==> src/rtl/serv_decode_queue.sv <==
// serv_decode_queue
// Instruction pre-decode FIFO between the instruction bus and the SERV decoder.
// Bus words (instruction bits 31:2) are buffered in a DEPTH-entry queue, and the
// head entry is presented with a small set of decoded control flags behind a
// valid/ready handshake. Adds flush, sticky overflow and an illegal-opcode flag.
// DEPTH must be a power of two and at least 2, so the pointers wrap naturally.

module serv_decode_queue #(
    parameter int DEPTH        = 4,
    parameter bit MDU          = 1'b0,
    parameter bit PRE_REGISTER = 1'b1
) (
    input  logic                       clk,
    input  logic                       i_rst_n,
    input  logic [29:0]                i_wb_rdt,
    input  logic                       i_wb_en,
    input  logic                       i_flush,
    input  logic                       i_ready,
    output logic                       o_valid,
    output logic [29:0]                o_rdt,
    output logic [$clog2(DEPTH):0]     o_count,
    output logic                       o_full,
    output logic                       o_overflow,
    output logic                       o_dbus_en,
    output logic                       o_mem_cmd,
    output logic                       o_branch_op,
    output logic                       o_csr_en,
    output logic                       o_mdu_op,
    output logic                       o_rd_op,
    output logic                       o_illegal
);

    localparam int PW = $clog2(DEPTH);
    localparam int CW = PW + 1;

    // Major opcodes, instruction bits 6:2
    localparam logic [4:0] OP_LOAD   = 5'b00000;
    localparam logic [4:0] OP_MISC   = 5'b00011;
    localparam logic [4:0] OP_OPIMM  = 5'b00100;
    localparam logic [4:0] OP_AUIPC  = 5'b00101;
    localparam logic [4:0] OP_STORE  = 5'b01000;
    localparam logic [4:0] OP_OP     = 5'b01100;
    localparam logic [4:0] OP_LUI    = 5'b01101;
    localparam logic [4:0] OP_BRANCH = 5'b11000;
    localparam logic [4:0] OP_JALR   = 5'b11001;
    localparam logic [4:0] OP_JAL    = 5'b11011;
    localparam logic [4:0] OP_SYSTEM = 5'b11100;

    // Bit positions inside the packed flag vector
    localparam int F_DBUS    = 6;
    localparam int F_MEM_CMD = 5;
    localparam int F_BRANCH  = 4;
    localparam int F_CSR     = 3;
    localparam int F_MDU     = 2;
    localparam int F_RD      = 1;
    localparam int F_ILLEGAL = 0;

    // Decode one bus word (bits 31:2 of the instruction) into the packed flags.
    // Word index = instruction bit - 2.
    function automatic logic [6:0] decode_word(input logic [29:0] w);
        logic [4:0] op;
        logic [4:0] rd;
        logic [2:0] funct3;
        logic       bit25;
        logic       is_load;
        logic       is_store;
        logic       is_misc;
        logic       is_op;
        logic       is_branch;
        logic       is_jal;
        logic       is_jalr;
        logic       is_system;
        logic       is_legal;
        logic       is_muldiv;
        logic [6:0] f;
        op        = w[4:0];
        rd        = w[9:5];
        funct3    = w[12:10];
        bit25     = w[23];
        is_load   = (op == OP_LOAD);
        is_store  = (op == OP_STORE);
        is_misc   = (op == OP_MISC);
        is_op     = (op == OP_OP);
        is_branch = (op == OP_BRANCH);
        is_jal    = (op == OP_JAL);
        is_jalr   = (op == OP_JALR);
        is_system = (op == OP_SYSTEM);
        is_legal  = is_load | is_misc | (op == OP_OPIMM) | (op == OP_AUIPC) |
                    is_store | is_op | (op == OP_LUI) | is_branch |
                    is_jalr | is_jal | is_system;
        is_muldiv = is_op & bit25;
        f            = '0;
        f[F_DBUS]    = is_load | is_store;
        f[F_MEM_CMD] = is_store;
        f[F_BRANCH]  = is_branch | is_jal | is_jalr;
        f[F_CSR]     = is_system & (funct3 != 3'd0);
        f[F_MDU]     = MDU & is_muldiv;
        f[F_RD]      = (rd != 5'd0) &
                       !(is_store | is_branch | is_misc | (is_system & (funct3 == 3'd0)));
        f[F_ILLEGAL] = !is_legal | (!MDU & is_muldiv);
        return f;
    endfunction

    logic [PW-1:0] wr_ptr_q, wr_ptr_d;
    logic [PW-1:0] rd_ptr_q, rd_ptr_d;
    logic [CW-1:0] count_q, count_d;
    logic          overflow_q, overflow_d;

    logic [29:0]   mem_q [DEPTH];
    logic [6:0]    head_flags;
    logic [29:0]   head_word;

    logic          valid;
    logic          full;
    logic          push;
    logic          pop;

    assign valid = (count_q != '0);
    assign full  = (count_q == CW'(DEPTH));
    assign pop   = valid & i_ready & !i_flush;
    assign push  = i_wb_en & !i_flush & (!full | pop);

    // Next-state for pointers, occupancy and the sticky overflow flag; flush wins over everything
    always_comb begin
        wr_ptr_d   = wr_ptr_q;
        rd_ptr_d   = rd_ptr_q;
        count_d    = count_q;
        overflow_d = overflow_q;
        if (i_flush) begin
            wr_ptr_d   = '0;
            rd_ptr_d   = '0;
            count_d    = '0;
            overflow_d = 1'b0;
        end else begin
            if (push) begin
                wr_ptr_d = wr_ptr_q + PW'(1);
            end
            if (pop) begin
                rd_ptr_d = rd_ptr_q + PW'(1);
            end
            case ({push, pop})
                2'b10:   count_d = count_q + CW'(1);
                2'b01:   count_d = count_q - CW'(1);
                default: count_d = count_q;
            endcase
            if (i_wb_en & full & !pop) begin
                overflow_d = 1'b1;
            end
        end
    end

    // Control state registers, asynchronously cleared
    always_ff @(posedge clk or negedge i_rst_n) begin
        if (!i_rst_n) begin
            wr_ptr_q   <= '0;
            rd_ptr_q   <= '0;
            count_q    <= '0;
            overflow_q <= 1'b0;
        end else begin
            wr_ptr_q   <= wr_ptr_d;
            rd_ptr_q   <= rd_ptr_d;
            count_q    <= count_d;
            overflow_q <= overflow_d;
        end
    end

    // Word storage; contents are don't-care until written, so no reset
    always_ff @(posedge clk) begin
        if (push) begin
            mem_q[wr_ptr_q] <= i_wb_rdt;
        end
    end

    assign head_word = mem_q[rd_ptr_q];

    generate
        if (PRE_REGISTER) begin : g_pre_decode
            logic [6:0] flags_mem_q [DEPTH];

            // Decode on the way in and store the flags alongside each word
            always_ff @(posedge clk) begin
                if (push) begin
                    flags_mem_q[wr_ptr_q] <= decode_word(i_wb_rdt);
                end
            end

            assign head_flags = flags_mem_q[rd_ptr_q];
        end else begin : g_post_decode
            // Decode the head word directly on the read side
            always_comb begin
                head_flags = decode_word(head_word);
            end
        end
    endgenerate

    assign o_valid     = valid;
    assign o_rdt       = valid ? head_word : 30'd0;
    assign o_count     = count_q;
    assign o_full      = full;
    assign o_overflow  = overflow_q;
    assign o_dbus_en   = valid & head_flags[F_DBUS];
    assign o_mem_cmd   = valid & head_flags[F_MEM_CMD];
    assign o_branch_op = valid & head_flags[F_BRANCH];
    assign o_csr_en    = valid & head_flags[F_CSR];
    assign o_mdu_op    = valid & head_flags[F_MDU];
    assign o_rd_op     = valid & head_flags[F_RD];
    assign o_illegal   = valid & head_flags[F_ILLEGAL];

endmodule

==> config.mk <==
export PLATFORM = sky130hd
export DESIGN_NAME = serv_decode_queue
export DESIGN_NICKNAME = d
export VERILOG_FILES = /design/src/rtl/serv_decode_queue.sv
export SDC_FILE = /design/constraint.sdc
export NUM_CORES = 1
export LEC_CHECK = 0
export CELL_PAD_IN_SITES_DETAIL_PLACEMENT = 1
export CELL_PAD_IN_SITES_GLOBAL_PLACEMENT = 1
export CORE_MARGIN = 2
export CORE_UTILIZATION = 35
export CTS_BUF_LIST = sky130_fd_sc_hd__clkbuf_4 sky130_fd_sc_hd__clkbuf_8
export DETAILED_ROUTE_END_ITERATION = 16
export GPL_ROUTABILITY_DRIVEN = 0
export PLACE_DENSITY_LB_ADDON = 0.1
export SYNTH_ARGS = -nofsm -noshare
export SYNTH_HDL_FRONTEND = slang
export SYNTH_SLANG_ARGS = --single-unit
==> constraint.sdc <==
create_clock -name clk -period 7.46 [get_ports clk]
set_input_delay 1.492 -clock clk [delete_from_list [all_inputs] [get_ports clk]]
set_output_delay 1.492 -clock clk [all_outputs]
set_load 0.02 [all_outputs]
==> results_dict.tcl, run 1 <==
set metrics [dict create \
    min_period_ns 4.54 \
    slew-limit-headroom_pct 30.0 \
    post-route-cell-area_um2 7650 \
    firstDrtPassIters 4 \
    post_synth_xor_area_fraction_pct 0.564 \
    max-vdd-ir-drop_mv 0.122 \
    clock-root-buffer "sky130_fd_sc_hd__clkbuf_8" \
    boundaryPins 78 \
    detailed_place_hpwl_um 7480 \
    die_width_um 137 \
    synth.yosys.warnings 0 \
    placed_area_um2 7210 \
    drv_cap 0 \
    htreeDepth 4 \
    yosys.area_share.simple_pct 7.78 \
    critical_path.reg2reg.startpoint "o_count[0]$_DFFE_PN0P_" \
    drt-wirelength-per-cell_um 19.8 \
    startpoint_type "register" \
    worst_hold_path_type "reg2reg" \
    clkSinkCount 152 \
    placementRows 48 \
    worst_skew_pair.late_latency_ns 0.43 \
    synth.distinct_cells 44 \
    hold-path-endpoint "o_overflow$_DFFE_PN0P_" \
    grt_start_max_net_pins 38 \
    worst_pin_slew_ns 1.05 \
    clock_pin_slew_worst_setup_and_hold_paths_ns 0.08 \
    postRouteWirelength_um 12700 \
    clockBufferDepth 2 \
    worstPathArrival_ns 3.05 \
    rrSetupSlack_ns 4.66 \
    post_cts.repair.setup_buffers 0 \
    synthesized_area_divided_by_synthesized_cell_count_um2 19.3 \
    ys.flop_type "sky130_fd_sc_hd__edfxtp_1" \
    power_per_cell_area_nw_per_um2 266 \
    die_footprint_um2 18800 \
    synthArstFlopShare_pct 5.26 \
    ctsResizeCount 0 \
    yosys.area.top_type "sky130_fd_sc_hd__edfxtp_1" \
    synth_enable_flop_cells 144 \
    worst-path-max-fanout 20 \
    worstReg2RegEnd "mem_q[0][14]$_DFFE_PP_" \
    timing.hold.worst.start "o_overflow$_DFFE_PN0P_" \
    share_of_synthesized_area_spent_on_multiplexers_pct 13.5 \
    synth_area_leaders "sky130_fd_sc_hd__edfxtp_1 70%, sky130_fd_sc_hd__mux4_2 13%, sky130_fd_sc_hd__dfrtp_1 3.2%" \
    drt-vias-per-instance 5.00 \
    hold_violations 0 \
    grt_setup_unrepaired "false" \
    drv_slew 0 \
    leakagePower_nw 2.46 \
    drt_iter0_markers 146 \
    skew_ns 0.00804 \
    whs_path_depth 2 \
    num_antenna_cells 0 \
    synth_adder_area_share_pct 1.13 \
    rr_worst_depth 4 \
    first_pass_grt_wire_length_um 19900 \
    global_route.overflow_total 0 \
    endpoint_kind "primary output" \
    post_synth_instance_area_um2 6210 \
    outcome "finished, final reports clean" \
    setup-tns-final_ns 0 \
    crit_required_ns 5.97 \
    post_synth_inst_count 321 \
    antenna_found_initial 0 \
    ys_ff_latch 152 \
    cts_buffers 17 \
    post-route-period-util_pct 60.9 \
    synth_top_family_by_area "multiplexers" \
    core-area_um2 17300 \
    synth_largest_type_area_fraction_pct 69.6 \
    drive_above_1_share_pct 20.4 \
    hold_ws_ns 0.516 \
    initial_core_util_pct 35.9 \
    groute.usage.overall_pct 14.7 \
    antenna_violating_nets_post_route 0 \
    synth_nets 361 \
    post-route-worst-setup-slack_ns 2.92 \
    synth_compound_gate_area_share_pct 1.93 \
    postCtsHoldBufs 0 \
    via_count 3206 \
    first_global_vias 3522 \
    clock.fmax_mhz 220 \
    design.final.nets 443 \
    area_growth_syn_to_layout_pct 23.2 \
    setup.worst_path.class "reg2out" \
    cts_tree "built" \
    finalSetupViolCount 0 \
    synth.yosys.seq_area_share_pct 72.8 \
    worst_case_setup_slack_after_placement_ns 3.01 \
    io_buffer_count 76 \
    drt_drc_violations_left 0 \
    die_height_um 137 \
    post-route-util_pct 44.3 \
]
worst max path at each step:
stage,startpoint,to,cells past startpoint
2_1_floorplan,i_ready,g_pre_decode.flags_mem_q[0][0]$_DFFE_PP_,3
3_3_place_gp,i_wb_en,mem_q[0][5]$_DFFE_PP_,4
3_5_place_dp,i_wb_en,mem_q[0][5]$_DFFE_PP_,4
4_1_cts,rd_ptr_q[0]$_DFFE_PN0P_,o_rd_op,4
5_1_grt,rd_ptr_q[0]$_DFFE_PN0P_,o_rdt[2],4
6_report,rd_ptr_q[0]$_DFFE_PN0P_,o_rdt[2],4
Yosys cell counts, types with 2 or more instances:
| master | instances |
|---|---|
| sky130_fd_sc_hd__edfxtp_1 | 144 |
| sky130_fd_sc_hd__mux4_2 | 36 |
| sky130_fd_sc_hd__nor2b_1 | 27 |
| sky130_fd_sc_hd__and2b_1 | 9 |
| sky130_fd_sc_hd__buf_2 | 9 |
| sky130_fd_sc_hd__nor2_1 | 9 |
| sky130_fd_sc_hd__dfrtp_1 | 8 |
| sky130_fd_sc_hd__inv_1 | 7 |
| sky130_fd_sc_hd__nor3_1 | 6 |
| sky130_fd_sc_hd__clkbuf_1 | 5 |
| sky130_fd_sc_hd__nand2_1 | 5 |
| sky130_fd_sc_hd__a21oi_1 | 4 |
| sky130_fd_sc_hd__ha_1 | 4 |
| sky130_fd_sc_hd__nor3b_1 | 4 |
| sky130_fd_sc_hd__buf_6 | 3 |
| sky130_fd_sc_hd__nand2b_1 | 3 |
| sky130_fd_sc_hd__nand3_1 | 3 |
| sky130_fd_sc_hd__xor2_1 | 3 |
| sky130_fd_sc_hd__a221o_1 | 2 |
| sky130_fd_sc_hd__a31oi_1 | 2 |
| sky130_fd_sc_hd__buf_4 | 2 |
| sky130_fd_sc_hd__nor4_1 | 2 |
| sky130_fd_sc_hd__o2111ai_1 | 2 |
| sky130_fd_sc_hd__or4_1 | 2 |
metal layers:
layer / global-route usage, % / vias up / share of wire [%]
met4: 5.50 / 0 / 1.3
li1: - / 1439 / -
met3: 3.42 / 12 / 3.5
met5: 0 / - / 0
met1: 19.2 / 1691 / 45
met2: 24.1 / 64 / 50
state kept, by name, summed over array words and instances (netlist names):
signal / flops
o_count: 3
o_overflow: 1
g_pre_decode.flags_mem_q: 24
rd_ptr_q: 2
wr_ptr_q: 2
mem_q: 120
metrics by stage:
stage | power [mW] | cells
after floorplan | 1.23 | 321
after global placement | 1.39 | 609
after detailed placement | 1.40 | 609
after CTS | 2.08 | 641
after global routing | 2.13 | 641
final | 2.04 | 641
cells in the final DEF (no fill, tap or decap), types with 4 or more instances in the layout:
master                            netlist  layout
sky130_fd_sc_hd__edfxtp_1             144     144
sky130_fd_sc_hd__clkdlybuf4s50_1        0      76
sky130_fd_sc_hd__mux4_2                36      36
sky130_fd_sc_hd__nor2b_1               27      27
sky130_fd_sc_hd__clkbuf_8               0      21
sky130_fd_sc_hd__and2b_1                9       9
sky130_fd_sc_hd__nor2_1                 9       9
sky130_fd_sc_hd__inv_1                  7       7
sky130_fd_sc_hd__nor3_1                 6       6
sky130_fd_sc_hd__dfrtp_1                8       6
sky130_fd_sc_hd__buf_4                  2       6
sky130_fd_sc_hd__nand2_1                5       5
sky130_fd_sc_hd__clkbuf_4               0       5
sky130_fd_sc_hd__nor3b_2                0       4
sky130_fd_sc_hd__a21oi_1                4       4
sky130_fd_sc_hd__ha_1                   4       4
area by class of cell:
type / count / area, um^2
Timing Repair Buffer: 82 / 806
Multi-Input combinational cell: 143 / 1570
Clock inverter: 6 / 114
Clock buffer: 26 / 327
Tap cell: 225 / 282
Inverter: 7 / 26.3
Sequential cell: 152 / 4530
Fill cell: 1649 / 9640
critical path: stages (launching register included):
cell and delay, ns:
sky130_fd_sc_hd__dfrtp_2 0.81, sky130_fd_sc_hd__buf_4 0.50, sky130_fd_sc_hd__mux4_2 0.58, sky130_fd_sc_hd__nor2b_1 0.15, sky130_fd_sc_hd__clkdlybuf4s50_1 0.55
kinds of logic after synthesis:
| group | count (synthesis) |
|---|---|
| DFF | 152 |
| and+or+nand+nor | 78 |
| muxes | 38 |
| buffers and inverters | 26 |
| AOI/OAI and AO/OA | 17 |
| adders and majority gates | 5 |
| xor gates and xnor gates | 4 |
| other | 1 |
power by group:
part	internal, mW	total [mW]	leakage [nW]	switching, mW
sequential	0.962	0.993	1.42	0.0312
clock	0.387	0.672	0.221	0.285
combinational	0.190	0.373	0.812	0.184
total	1.54	2.04	2.46	0.500
(Power assumes the default switching activity.)
==> inputs of run 2 (changes only) <==
==> constraint.sdc (replaced) <==
create_clock -name clk -period 3.9 [get_ports clk]
set_input_delay 0.78 -clock clk [delete_from_list [all_inputs] [get_ports clk]]
set_output_delay 0.78 -clock clk [all_outputs]
set_load 0.02 [all_outputs]
==> run 2 against run 1 <==
  * Count of clock-buffer cells in the layout shrank 9
  * Cell count grew 1.2%
  * Combinational power grew 100%
  * Sequential cell count is the same
  * Routed wire length shrank 0.21%
  * Global-route usage shrank 0.060 points
  * Sequential power grew 88%
  * Power grew 91%
  * Design area grew 0.80%
  * Non-clock buffer count grew 8
  * Critical endpoint is now o_rdt[23]
  * Highest routed layer unchanged
==> results_dict.tcl, run 2 (synthesized netlist as in run 1, its figures left out) <==
set metrics [dict create \
    whs_path_depth 2 \
    worstReg2RegEnd "o_count[2]$_DFFE_PN0P_" \
    grt_start_max_net_pins 27 \
    drive_above_1_share_pct 21.0 \
    power_per_cell_area_nw_per_um2 504 \
    slew-limit-headroom_pct 62.5 \
    leakagePower_nw 2.49 \
    timing.hold.worst.start "o_overflow$_DFFE_PN0P_" \
    drt-wirelength-per-cell_um 19.5 \
    clock-root-buffer "sky130_fd_sc_hd__clkbuf_8" \
    io_buffer_count 76 \
    cp_slowest_stage_delay_ns 0.58 \
    cts_tree "built" \
    drt-vias-per-instance 4.92 \
    global_route.overflow_total 0 \
    post-route-period-util_pct 83.7 \
    fillerInstances 1667 \
    critical_path.reg2reg.startpoint "o_count[0]$_DFFE_PN0P_" \
    endpoint_kind "primary output" \
    core-area_um2 17300 \
    post-route-cell-area_um2 7720 \
    initial_core_util_pct 35.9 \
    max-vdd-ir-drop_mv 0.238 \
    worst_case_setup_slack_after_placement_ns 0.939 \
    worst-path-buf-inv 2 \
    postRouteWirelength_um 12700 \
    grt_setup_unrepaired "false" \
    die_footprint_um2 18800 \
    hold-path-endpoint "o_overflow$_DFFE_PN0P_" \
    outcome "finished, final reports clean" \
    worst_pin_slew_ns 0.557 \
    timing.critical_path.from "rd_ptr_q[0]$_DFFE_PN0P_" \
    worst-path-max-fanout 22 \
    area_growth_syn_to_layout_pct 24.2 \
    post-place-cells 617 \
    drt_drc_violations_left 0 \
    post-route-util_pct 44.6 \
    antenna_violating_nets_post_route 0 \
    rrSetupSlack_ns 1.60 \
    antenna_found_initial 0 \
    boundaryPins 78 \
    post-route-worst-setup-slack_ns 0.636 \
    top_register "mem_q" \
    ctsResizeCount 0 \
    placed_area_um2 7300 \
    crit_required_ns 3.12 \
    startpoint_type "register" \
    die_height_um 137 \
    clkSinkCount 152 \
    cts_buffers 17 \
    min_period_ns 3.26 \
    setup-tns-final_ns 0 \
    drv_cap 0 \
    num_antenna_cells 0 \
    setup.worst_path.class "reg2out" \
    die_width_um 137 \
    number_of_flip_flops_in_the_largest_register 120 \
    layout_commonest_cell "sky130_fd_sc_hd__edfxtp_1" \
    groute.usage.overall_pct 14.7 \
    design.final.nets 451 \
    finalSetupViolCount 0 \
    placementRows 48 \
    firstDrtPassIters 4 \
    hold_violations 0 \
    clock.fmax_mhz 306 \
    skew_ns 0.00807 \
    postCtsHoldBufs 0 \
    crit_slowest_cell "sky130_fd_sc_hd__mux4_2" \
    first_pass_grt_wire_length_um 19900 \
    cpLargestDelayFamily "buffers and inverters" \
    post_cts.repair.setup_buffers 0 \
    worstPathArrival_ns 2.48 \
    total_power_draw_mw 3.89 \
    drv_slew 0 \
    final_cell_mix "144 x sky130_fd_sc_hd__edfxtp_1, 76 x sky130_fd_sc_hd__clkdlybuf4s50_1, 36 x sky130_fd_sc_hd__mux4_2, 27 x sky130_fd_sc_hd__nor2b_1, 17 x sky130_fd_sc_hd__clkbuf_8" \
    htreeDepth 4 \
    clock_pin_slew_worst_setup_and_hold_paths_ns 0.08 \
    drt_iter0_markers 122 \
    first_global_vias 3422 \
    timing.critical_path.cells "buf_4 -> mux4_2 -> and2b_1 -> clkdlybuf4s50_1" \
    fin_cells 649 \
    hold_ws_ns 0.522 \
    clockBufferDepth 2 \
    worst_hold_path_type "reg2reg" \
    worst_skew_pair.late_latency_ns 0.43 \
    detailed_place_hpwl_um 7860 \
    rr_worst_depth 5 \
    via_count 3192 \
]
-- run 2: cell count changes in the layout (fill, tap and decap cells not counted), sizes merged --
cell and change:
clkbuf -9, buf +8, clkinv +7, bufinv +1, inv +1
-- run 2: worst register-to-register path, stage by stage (launching register included) --
cell and delay (ns):
sky130_fd_sc_hd__dfrtp_1 0.55, sky130_fd_sc_hd__o31ai_1 0.38, sky130_fd_sc_hd__nor3_1 0.12, sky130_fd_sc_hd__fa_1 0.45, sky130_fd_sc_hd__or4_1 0.54, sky130_fd_sc_hd__a31oi_1 0.17
-- run 2: how the worst max path moves through the flow --
stage                                                     endpoint  depth (start not counted)  slack [ns]
after global placement                      o_count[2]$_DFFE_PN0P_                          6         1.0
after detailed placement                    o_count[2]$_DFFE_PN0P_                          6        0.94
after CTS                                                o_rdt[23]                          4        0.55
final                                                    o_rdt[23]                          4        0.64
after global routing                                     o_rdt[23]                          4        0.47
after floorplan           g_pre_decode.flags_mem_q[0][0]$_DFFE_PP_                          3       -0.50
-- run 2: power by group --
part           total [mW]  leakage (nW)  switching [mW]  internal, mW
Clock                1.25         0.206           0.564         0.688
Combinational       0.764         0.861           0.381         0.383
Sequential           1.87          1.42          0.0320          1.84
-- run 2: layer usage --
layer	GRT usage (%)	vias up	share of wire [%]
li1	-	1454	-
met1	18.4	1675	43
met2	25.0	56	52
met3	4.01	7	3.9
met4	4.12	0	0.96
met5	0	-	0
-- run 2: cell type report --
cell class	count	area, um^2	area share (%)
Sequential cell	152	4530	58.7
Multi-Input combinational cell	143	1570	20.4
Timing Repair Buffer	90	891	11.5
Tap cell	225	282	3.65
Clock buffer	17	234	3.03
Clock inverter	15	183	2.37
Inverter	7	26.3	0.341
==> inputs of run 3 (changes only) <==
==> constraint.sdc (replaced) <==
create_clock -name clk -period 3.15 [get_ports clk]
set_input_delay 0.63 -clock clk [delete_from_list [all_inputs] [get_ports clk]]
set_output_delay 0.63 -clock clk [all_outputs]
set_load 0.02 [all_outputs]
==> run 3 against run 2 <==
  * Worst setup slack got worse by 0.48 ns
  * Non-clock buffer count rose by 4
  * Combinational power rose by 27%
  * Utilization rose by 0.56 points
  * Hold slack got worse by 0.025 ns
  * Largest cell class unchanged
==> results_dict.tcl, run 3 (synthesized netlist as in run 1, its figures left out) <==
set metrics [dict create \
    postRouteWirelength_um 13100 \
    setup.worst_path.class "reg2out" \
    post-route-util_pct 45.2 \
    rr_worst_depth 5 \
    clkSinkCount 152 \
    crit_required_ns 2.52 \
    total_power_draw_mw 4.90 \
    drt-wirelength-per-cell_um 20.1 \
    first_pass_grt_wire_length_um 20300 \
    critical_path.reg2reg.startpoint "o_count[1]$_DFFE_PN0P_" \
    layout_commonest_cell "sky130_fd_sc_hd__edfxtp_1" \
    drt_drc_violations_left 0 \
    power_per_cell_area_nw_per_um2 627 \
    setup-tns-final_ns 0 \
    hold_ws_ns 0.497 \
    cts_tree "built" \
    antenna_found_initial 0 \
    hold_violations 0 \
    die_width_um 137 \
    io_buffer_count 76 \
    cpLargestDelayFamily "buffers and inverters" \
    finalSetupViolCount 0 \
    worstPathArrival_ns 2.36 \
    firstDrtPassIters 4 \
    endpoint_kind "primary output" \
    clockBufferDepth 2 \
    grt_start_max_net_pins 37 \
    htreeDepth 4 \
    first_global_vias 3557 \
    core-area_um2 17300 \
    min_period_ns 2.99 \
    design.final.nets 455 \
    drv_cap 0 \
    worst_skew_pair.late_latency_ns 0.44 \
    worst-path-buf-inv 2 \
    detailed_place_hpwl_um 7820 \
    via_count 3234 \
    leakagePower_nw 2.53 \
    global_route.overflow_total 0 \
    max-vdd-ir-drop_mv 0.307 \
    groute.usage.overall_pct 15.0 \
    timing.critical_path.depth 4 \
    clock.fmax_mhz 334 \
    timing.critical_path.cells "nor3_4 -> buf_4 -> and2b_1 -> clkdlybuf4s50_1" \
    final_cell_mix "144 x sky130_fd_sc_hd__edfxtp_1, 76 x sky130_fd_sc_hd__clkdlybuf4s50_1, 36 x sky130_fd_sc_hd__mux4_2, 27 x sky130_fd_sc_hd__nor2b_1, 17 x sky130_fd_sc_hd__clkbuf_8" \
    drive_above_1_share_pct 22.4 \
    cp_slowest_stage_delay_ns 0.54 \
    drt-vias-per-instance 4.95 \
    slew-limit-headroom_pct 56.7 \
    drv_slew 0 \
    initial_core_util_pct 35.9 \
    top_register "mem_q" \
    startpoint_type "register" \
    drt_iter0_markers 162 \
    number_of_flip_flops_in_the_largest_register 120 \
    ctsResizeCount 0 \
    area_growth_syn_to_layout_pct 25.8 \
    grt_setup_unrepaired "false" \
    clock-root-buffer "sky130_fd_sc_hd__clkbuf_8" \
    die_height_um 137 \
    timing.critical_path.from "o_count[2]$_DFFE_PN0P_" \
    worst-path-max-fanout 24 \
    worst_hold_path_type "in2async" \
    outcome "finished, final reports clean" \
    worst_pin_slew_ns 0.643 \
    crit_slowest_cell "sky130_fd_sc_hd__clkdlybuf4s50_1" \
    clock_pin_slew_worst_setup_and_hold_paths_ns 0.08 \
    post-route-period-util_pct 95.0 \
    die_footprint_um2 18800 \
    boundaryPins 78 \
    placementRows 48 \
    skew_ns 0.0100 \
    antenna_violating_nets_post_route 0 \
    cts_buffers 17 \
    num_antenna_cells 0 \
]
## run 3: cell count changes in the layout (fill, tap and decap cells not counted)
cell	before	now
sky130_fd_sc_hd__buf_12	2	6
sky130_fd_sc_hd__clkinv_1	4	1
sky130_fd_sc_hd__clkinvlp_4	2	3
sky130_fd_sc_hd__inv_6	1	2
sky130_fd_sc_hd__inv_8	0	1
## run 3: per-stage QoR
stage,cells,instance area [um^2],worst slack (ns)
after floorplan,321,6210,-1.10
after global placement,619,7360,0.432
after detailed placement,619,7360,0.383
after CTS,653,7810,0.0752
after global routing,653,7810,0.0182
final,653,7810,0.156
## run 3: cell type report
class | count | area, um^2
Clock buffer | 17 | 234
Clock inverter | 15 | 199
Fill cell | 1671 | 9480
Inverter | 7 | 26.3
Multi-Input combinational cell | 143 | 1570
Sequential cell | 152 | 4530
Tap cell | 225 | 282
Timing Repair Buffer | 94 | 971
## run 3: what timing repair did
action                                  4_1_cts  5_1_grt
hold buffers                                  0        0
endpoints found under the setup margin       11        0
setup buffers                                 2        0
## run 3: per-layer routing
metal	routed length (um)	vias up	GRT usage, %
met5	0	-	0
met4	219	0	5.73
met3	464	14	3.38
met2	6580	69	24.6
met1	5850	1687	19.4
li1	-	1464	-
## run 3: final timing paths
| kind | end | slack, ns |
|---|---|---|
| max | o_mem_cmd | 0.16 |
| min | wr_ptr_q[1]$_DFFE_PN0P_ | 0.50 |
| max reg2reg | o_count[2]$_DFFE_PN0P_ | 0.80 |
| min reg2reg | o_overflow$_DFFE_PN0P_ | 0.51 |
| max in group asynchronous | rd_ptr_q[0]$_DFFE_PN0P_ | 2.34 |
| min in group clk | o_overflow$_DFFE_PN0P_ | 0.51 |
## run 3: report_power, final
group	internal, mW	switching (mW)
Sequential	2.28	0.0409
Clock	0.867	0.746
Combinational	0.488	0.480
Total	3.63	1.27
